<file path="src/rtl/fixed_div.sv">
// Sequential unsigned fixed-point divider: out = (in1 << FRACTIONAL_BITS) / in2.
// Restoring division, one quotient bit per clock, valid/ready on both sides.
//
// Ports:
//   clk, reset        rising-edge clock, asynchronous active-high reset
//   in_valid/in_ready operand handshake (in1 dividend, in2 divisor)
//   out_valid/out_ready result handshake
//   out               low TOTAL_BITS of the quotient, same Q format
//   overflow          quotient did not fit in TOTAL_BITS (out has wrapped)
//   div_by_zero       divisor was zero (out forced to all ones)
module fixed_div #(
    parameter int TOTAL_BITS      = 7,
    parameter int FRACTIONAL_BITS = 3
) (
    input  logic                  clk,
    input  logic                  reset,
    input  logic                  in_valid,
    output logic                  in_ready,
    input  logic [TOTAL_BITS-1:0] in1,
    input  logic [TOTAL_BITS-1:0] in2,
    output logic                  out_valid,
    input  logic                  out_ready,
    output logic [TOTAL_BITS-1:0] out,
    output logic                  overflow,
    output logic                  div_by_zero
);

    localparam int ITER = TOTAL_BITS + FRACTIONAL_BITS;
    localparam int CW   = $clog2(ITER + 1);
    localparam logic [CW-1:0] ITER_C = CW'(ITER);
    localparam logic [CW-1:0] ONE_C  = CW'(1);

    typedef enum logic [1:0] {
        IDLE,
        BUSY,
        DONE
    } state_t;

    state_t              state;
    logic [CW-1:0]       count;
    logic [ITER-1:0]     dvd;
    logic [ITER-1:0]     quo;
    logic [TOTAL_BITS-1:0] dvs;
    logic [TOTAL_BITS:0] rem;

    logic [TOTAL_BITS:0] rsh;
    logic [TOTAL_BITS:0] rnext;
    logic                ge;
    logic [ITER-1:0]     qnext;
    logic                ovf;

    // The remainder is always below the divisor, so its top bit stays
    // zero and the quotient MSB is only ever shifted out.
    logic unused_bits;
    assign unused_bits = rem[TOTAL_BITS] ^ quo[ITER-1];

    always_comb begin
        rsh   = {rem[TOTAL_BITS-1:0], dvd[ITER-1]};
        ge    = (rsh >= {1'b0, dvs});
        rnext = ge ? (rsh - {1'b0, dvs}) : rsh;
        qnext = {quo[ITER-2:0], ge};
        ovf   = 1'b0;
        for (int i = TOTAL_BITS; i < ITER; i++) begin
            ovf = ovf | qnext[i];
        end
    end

    always_ff @(posedge clk or posedge reset) begin
        if (reset) begin
            state       <= IDLE;
            in_ready    <= 1'b1;
            out_valid   <= 1'b0;
            out         <= '0;
            overflow    <= 1'b0;
            div_by_zero <= 1'b0;
            count       <= '0;
            dvd         <= '0;
            quo         <= '0;
            dvs         <= '0;
            rem         <= '0;
        end else begin
            unique case (state)
                IDLE: begin
                    if (in_valid) begin
                        dvd      <= ITER'(in1) << FRACTIONAL_BITS;
                        dvs      <= in2;
                        rem      <= '0;
                        quo      <= '0;
                        in_ready <= 1'b0;
                        overflow <= 1'b0;
                        if (in2 == '0) begin
                            out         <= '1;
                            div_by_zero <= 1'b1;
                            out_valid   <= 1'b1;
                            state       <= DONE;
                        end else begin
                            count       <= ITER_C;
                            div_by_zero <= 1'b0;
                            state       <= BUSY;
                        end
                    end
                end
                BUSY: begin
                    rem   <= rnext;
                    quo   <= qnext;
                    dvd   <= dvd << 1;
                    count <= count - ONE_C;
                    if (count == ONE_C) begin
                        out       <= qnext[TOTAL_BITS-1:0];
                        overflow  <= ovf;
                        out_valid <= 1'b1;
                        state     <= DONE;
                    end
                end
                DONE: begin
                    if (out_ready) begin
                        out_valid <= 1'b0;
                        in_ready  <= 1'b1;
                        state     <= IDLE;
                    end
                end
                default: begin
                    state <= IDLE;
                end
            endcase
        end
    end

endmodule

</file>
<file path="config.mk">
export PLATFORM = sky130hd
export DESIGN_NAME = fixed_div
export DESIGN_NICKNAME = d
export VERILOG_FILES = /design/src/rtl/fixed_div.sv
export SDC_FILE = /design/constraint.sdc
export NUM_CORES = 1
export LEC_CHECK = 0
export ABC_AREA = 0
export BUFFER_PORTS_ARGS = -buffer_cell sky130_fd_sc_hd__buf_2
export CELL_PAD_IN_SITES_DETAIL_PLACEMENT = 1
export CELL_PAD_IN_SITES_GLOBAL_PLACEMENT = 1
export CORE_ASPECT_RATIO = 0.9
export CORE_MARGIN = 2
export CORE_UTILIZATION = 48
export CTS_CLUSTER_DIAMETER = 120
export CTS_CLUSTER_SIZE = 14
export DETAILED_ROUTE_END_ITERATION = 8
export HOLD_SLACK_MARGIN = 0.03
export MAX_ROUTING_LAYER = met4
export PLACE_DENSITY = 0.93
export SYNTH_ARGS = -nofsm -noshare
export SYNTH_HDL_FRONTEND = slang
export SYNTH_SLANG_ARGS = --single-unit
</file>
<file path="constraint.sdc">
create_clock -name clk -period 4.8 [get_ports clk]
set_input_delay 0.48 -clock clk [delete_from_list [all_inputs] [get_ports clk]]
set_output_delay 0.48 -clock clk [all_outputs]
set_load 0.05 [all_outputs]
</file>
==> results of run 1 <==
==> state kept, by name, indices dropped and copies added, names as in the netlist <==
register and flops:
out 7, dvs 7, dvd 7, div_by_zero 1
overflow 1, out_valid 1, quo 9, state 2
rem 7, in_ready 1, count 4
==> through the flow <==
step           power, mW  hold WS, ps  cell area [sq um]  setup slack, ps  util (%)
6_report            2.19          392               2740             2220      56.0
5_1_grt             2.38          406               2740             2080      56.0
4_1_cts             2.19          391               2740             2220      56.0
3_5_place_dp        1.91          482               2640             2240      53.9
3_3_place_gp        1.82          456               2640             2320      53.9
2_1_floorplan       1.63          449               2460             2400         -
==> cell families (layout without fill, tap and decap cells) <==
group	after synthesis	count (layout)	share of synthesized area [%]
buf+inv	31	57	5.25
flops	47	47	47.9
simple gates	90	90	17.1
mux	8	8	3.36
compound gates	75	75	19.9
fa+ha+maj	10	10	5.40
xor+xnor	3	3	1.07
==> cell usage after synthesis (2+ instances only) <==
master and instances:
dfrtp_1 46, nor3b_1 2, a22oi_1 3, nand3_1 2
nand2b_1 3, o21ai_0 31, buf_2 4, o311ai_0 2
o221ai_1 2, a22o_1 4, ha_1 9, mux2i_1 6
or3_1 4, mux2_2 2, and2_1 2, inv_1 18
xor2_1 2, clkbuf_1 7, nor2b_1 3, nor3_1 6
a21oi_1 14, nor2_1 21, nand2_1 38, o211ai_1 4
or4_1 2
==> critical path, stage by stage, from the launching register on <==
cell     delay, ps
dfrtp_1        390
inv_1          110
ha_1           170
inv_1           50
fa_1           390
a21o_1         220
a21oi_4        220
a31oi_4        170
or2_1          380
a311o_1        380
==> per-layer routing <==
layer | wire (um) | track usage, % | vias up
met5 | 0 | - | -
met4 | 85 | 7.47 | 0
met3 | 174 | 3.90 | 9
met2 | 3030 | 40.4 | 35
met1 | 2900 | 32.7 | 1026
li1 | - | - | 974
==> report_power, final <==
part	internal, mW	switching (mW)	total, mW
combinational	0.451	0.750	1.20
clock	0.131	0.143	0.274
sequential	0.572	0.138	0.710
total	1.15	1.03	2.19
==> worst min-delay path by stage <==
| stage | from | to | depth (start not counted) |
|---|---|---|---|
| 3_5_place_dp | out[6]$_DFFE_PP0P_ | out[6]$_DFFE_PP0P_ | 2 |
| 2_1_floorplan | dvd[6]$_DFFE_PP0P_ | dvd[6]$_DFFE_PP0P_ | 2 |
| 5_1_grt | in2[4] | dvs[4]$_DFFE_PP0P_ | 3 |
| 6_report | reset | out[5]$_DFFE_PP0P_ | 2 |
| 4_1_cts | in2[4] | dvs[4]$_DFFE_PP0P_ | 3 |
| 3_3_place_gp | out[3]$_DFFE_PP0P_ | out[3]$_DFFE_PP0P_ | 2 |
==> area by class of cell <==
| type | instances | share of cell area (%) |
|---|---|---|
| clock inverters | 1 | 0.274 |
| well taps | 65 | 2.97 |
| multi-input cells | 186 | 41.9 |
| repair buffers | 31 | 5.93 |
| clock buffers | 7 | 3.51 |
| inverters | 18 | 2.46 |
| flip-flops and latches | 47 | 42.9 |
==> impl_results.md, run 1 <==
* Seq cells post-synth at 47
* Tcrit/Tclk final at between 50% and 60%
* Worst Max-Slew Pin Slew at roughly 980 ps
* Share of the synthesized area in the top cell type at a little under half
* Total clock sinks at between 40 and 50
* Sequential area share after synthesis at between 40% and 50%
* GP Congestion at 0.841
* Synth warn at 0
* Grt ovf at 0
* Initial core utilization at roughly half
* Worst Path Max Fanout at 10
* Vias at between 2,000 and 2,500
* RSZ-0062 raised after global routing: false
* CTS Hold Buffers Added at 0
* Chip Width at between 70 and 80 um
* Maximum VDD drop at 0.326 mV
* Crit. Startpoint: dvd[9]$_DFFE_PP0P_
* Async S/R FF share, synth at 100%
* Commonest cells after routing, fill and taps aside: dfrtp_1 (46), nand2_1 (38), o21ai_0 (31)
* CTS tree: built
* Final Hold Fails at 0
* WP data arrival at about 2800 ps
* Area leader, netlist: dfrtp_1
* Die height at between 70 and 80 um
* Layout cells sized above 1 at between 10% and 20%
* Post-CTS setup buffer count at 0
* H-tree level count at 2
* Startpoint class of the critical path: flop
* Die area at 5710 sq um
* Worst skew pair latency at just over 300 ps
* # setup viols final at 0
* Synthesized area per cell at ~9.3 sq um
* Power per standard cell area at approximately 800 nW/um^2
* CP required at around 5000 ps
* Initial DRC Count at 126
* Count of different cell masters after synthesis at 52
* Status: finished, final reports clean
* Prevailing post-synth register cell: dfrtp_1
* Pins Over Slew Limit at 0
* Final wirelength at ~6.2 mm
* Cell area after synthesis at 2460 sq um
* Synth-to-layout area growth at 11.7%
* Max_cap viols at 0
* Final instance count without filler cells at 355
* Nets@finish at roughly 320
* Setup CP Type: flop to flop
* Reg-to-Reg Start: dvd[9]$_DFFE_PP0P_
* GRT Total Usage at between 20% and 30%
* Reg-to-Reg End: rem[1]$_DFFE_PP0P_
* Leak Pwr at about 1.3 nW
* Largest net degree at the start of global routing at 48
* Tmin final at ~2600 ps
* EDFF count, synth at 0
* Rows at 24
* Max_slew headroom at 34.5%
* Post-DP HPWL at between 4 and 5 mm
* Ranking of synthesized cells by area: dfrtp_1 (47%), o21ai_0 (6.3%), nand2_1 (5.8%)
* WL/cell at 17.4 um
* Initial antenna violation count at 0
* N_diodes at 0
* Most common cell after layout, fill and taps aside: dfrtp_1
* Top Ports at 29
* CP Capture Type: flop
* First-pass GRT wire length at 10.5 mm
* Total iterations of the first detailed-routing run at 4
* Number of I/O port buffers at 28
* CTS root buf: clkbuf_8
* Crit path to: rem[1]$_DFFE_PP0P_
* Reg area at approximately 1200 sq um
* Vias/cell at about 5.8
* Clk slew on worst S/H paths at approximately 100 ps
* CTS resizes at 0
* Clock Tree Buf Depth at 2
* Placed insts at around 350
* Cell depth of the worst flop-to-flop path at 9
* Setup slack, reg-to-reg at around 2200 ps
* CTS buffer count at 5
* Fill cells at ~580
* Setup TNS at 0 ps
* Worst Skew at about 14 ps
* Cell count after synthesis at roughly 260
* Hold Path Class: input port to asynchronous set/reset pin
* Vias in the first global route at 2,119
* Antenna Nets Post-Route at 0
* Core footprint at approximately 5000 sq um
* Fmax achieved at a little under 400 MHz
* Syn_nets at approximately 290
* Number of remaining DRC errors at 0
* Area of the multi-input gates at ~1100 sq um
Power figures use the tool's default switching activity.
==> inputs of run 2 (changes only) <==
--- a/config.mk
+++ b/config.mk
@@ -11,13 +11,13 @@
 export CELL_PAD_IN_SITES_GLOBAL_PLACEMENT = 1
 export CORE_ASPECT_RATIO = 0.9
 export CORE_MARGIN = 2
-export CORE_UTILIZATION = 48
+export CORE_UTILIZATION = 44
 export CTS_CLUSTER_DIAMETER = 120
 export CTS_CLUSTER_SIZE = 14
 export DETAILED_ROUTE_END_ITERATION = 8
 export HOLD_SLACK_MARGIN = 0.03
 export MAX_ROUTING_LAYER = met4
-export PLACE_DENSITY = 0.93
+export PLACE_DENSITY = 0.87
 export SYNTH_ARGS = -nofsm -noshare
 export SYNTH_HDL_FRONTEND = slang
 export SYNTH_SLANG_ARGS = --single-unit
==> constraint.sdc (replaced) <==
create_clock -name clk -period 2.5 [get_ports clk]
set_input_delay 0.25 -clock clk [delete_from_list [all_inputs] [get_ports clk]]
set_output_delay 0.25 -clock clk [all_outputs]
set_load 0.05 [all_outputs]
==> impl_results.md, run 2 (synthesis gave the netlist of run 1 again) <==
* Status: finished, final reports clean
* Cells along the critical path: inv_2 -> ha_2 -> inv_1 -> fa_2 -> a21o_1 -> a21oi_4 -> a31oi_4 -> or2_4 -> a311o_1
* Clk slew on worst S/H paths at 90 ps
* Commonest cells after routing, fill and taps aside: dfrtp_1 (46), nand2_1 (38), o21ai_0 (31)
* RSZ-0062 raised after global routing: false
* Vias at about 2,100
* Largest net degree at the start of global routing at 26
* Vias/cell at roughly 5.7
* GRT Total Usage at 22.7%
* Core footprint at roughly 5300 sq um
* Final Hold Fails at 0
* CTS buffer count at 5
* Die height at approximately 75 um
* Vias in the first global route at approximately 2,000
* CTS root buf: clkbuf_8
* Power per standard cell area at 1540 nW/um^2
* Nets@finish at about 320
* Fmax achieved at 416 MHz
* Antenna Nets Post-Route at 0
* Crit path max-delay family: compound AO/OA/AOI/OAI gates
* Final wirelength at approximately 6.5 mm
* Setup slack, reg-to-reg at 100 ps
* Area of the multi-input gates at approximately 1200 sq um
* Post-DP HPWL at roughly 4.4 mm
* Worst skew pair latency at approximately 300 ps
* Chip Width at ~83 um
* Number of I/O port buffers at 28
* GP Congestion at just over 0.9
* Largest Register: quo
* Initial DRC Count at 90
* Number of remaining DRC errors at 0
* Initial antenna violation count at 0
* Leak Pwr at between 1 and 1.5 nW
* Top Ports at 29
* Initial core utilization at 46.2%
* # setup viols final at 0
* Max FFs per register at 9
* Reg-to-Reg End: rem[1]$_DFFE_PP0P_
* Crit path buffers/inverters at 2
* Tcrit/Tclk final at 96.2%
* Most common cell after layout, fill and taps aside: dfrtp_1
* Total clock sinks at between 40 and 50
* H-tree level count at 2
* Worst Path Max Fanout at 7
* First-pass GRT wire length at between 10 and 15 mm
* Worst Min Path Start: in2[3]
* CTS tree: built
* Hold Path Class: input port to flop
* Fin area at 2810 sq um
* Startpoint class of the critical path: flop
* CP Capture Type: flop
* Total power draw at roughly 4.3 mW
* Maximum VDD drop at ~0.8 mV
* Synth-to-layout area growth at 14.3%
* Hold path depth at 3
* Worst Max-Slew Pin Slew at around 760 ps
* WP data arrival at 2590 ps
* Worst path slowest cell: dfrtp_1
* Grt ovf at 0
* Placed instance area at ~2700 sq um
* Hold path endpoint: dvs[3]$_DFFE_PP0P_
* Max_slew headroom at about half
* Cell depth of the worst flop-to-flop path at 9
* Final hold slack at roughly 160 ps
* Rows at 25
* Setup TNS at 0 ps
* N_diodes at 0
* Total iterations of the first detailed-routing run at 4
* Pins Over Slew Limit at 0
* WL/cell at ~18 um
* Clock Tree Buf Depth at 2
* Worst Skew at just over 7 ps
* Reg-to-Reg Start: dvd[9]$_DFFE_PP0P_
* CP peak stage delay at 400 ps
* Fill cells at roughly 630
* Die area at 6200 sq um
* Reg area at approximately 1200 sq um
* Tmin final at roughly 2400 ps
* CP required at 2690 ps
* Layout cells sized above 1 at approximately a fifth
* Max_cap viols at 0
* WP depth at 9
* Setup CP Type: flop to flop
[run 2: cell types whose count changed in the layout (fill, tap and decap cells not counted), sizes merged]
cell         before  now
buf              31   37
dlygate4sd3       0    1
[run 2: layout make-up]
cell class / count / area share, %
clock buffer: 7 / 3.43
clock inverter: 1 / 0.267
inverter: 18 / 2.41
multi-input combinational: 186 / 41.2
sequential: 47 / 41.9
tap: 67 / 2.99
timing repair buffer: 38 / 7.75
[run 2: worst max-delay path by stage]
stage / end / slack [ps] / from
after floorplan: rem[1]$_DFFE_PP0P_ / 100 / dvd[9]$_DFFE_PP0P_
after global placement: rem[1]$_DFFE_PP0P_ / 90 / dvd[9]$_DFFE_PP0P_
after detailed placement: rem[1]$_DFFE_PP0P_ / -50 / dvd[9]$_DFFE_PP0P_
after CTS: rem[1]$_DFFE_PP0P_ / 10 / dvd[9]$_DFFE_PP0P_
after global routing: rem[1]$_DFFE_PP0P_ / 30 / dvd[9]$_DFFE_PP0P_
final: rem[1]$_DFFE_PP0P_ / 100 / dvd[9]$_DFFE_PP0P_
[run 2: worst reg2reg max path, delay by kind of cell (launching register included)]
kind                     cells  cell delay (ps)
AND/OR/NAND/NOR              1              300
AO/OA/AOI/OAI                4              890
flip-flops                   1              400
buffers and inverters        2              160
adder cells (fa/ha/maj)      2              540
[run 2: timing repair]
action                                  4_1_cts  5_1_grt
gates resized for setup                       1        3
setup buffers                                 0        1
pin swaps                                     1        1
hold buffers                                  1        0
hold endpoints to repair                     23        0
endpoints found under the setup margin        2        4
[run 2: routing by layer]
metal | global-route usage, % | up-vias | part of all wire, % | routed length [um]
met5 | - | - | 0 | 0
met4 | 6.56 | 0 | 1.2 | 77
met3 | 4.08 | 6 | 3.5 | 224
met2 | 35.2 | 52 | 47 | 3060
met1 | 30.9 | 1030 | 48 | 3100
li1 | - | 981 | - | -
[run 2: where the power goes]
group | switching (mW) | internal [mW] | leakage, nW
combinational | 1.51 | 0.947 | 0.651
clock | 0.266 | 0.252 | 0.0505
sequential | 0.259 | 1.10 | 0.585
total | 2.04 | 2.30 | 1.29
[run 2: per-stage QoR]
step / std cells / setup slack (ps) / util, %
4_1_cts: 363 / 13.9 / 52.6
5_1_grt: 364 / 34.1 / 52.8
6_report: 364 / 95.4 / 52.8
3_3_place_gp: 354 / 85.3 / 50.4
3_5_place_dp: 354 / -45.4 / 50.4
2_1_floorplan: 264 / 95.5 / -
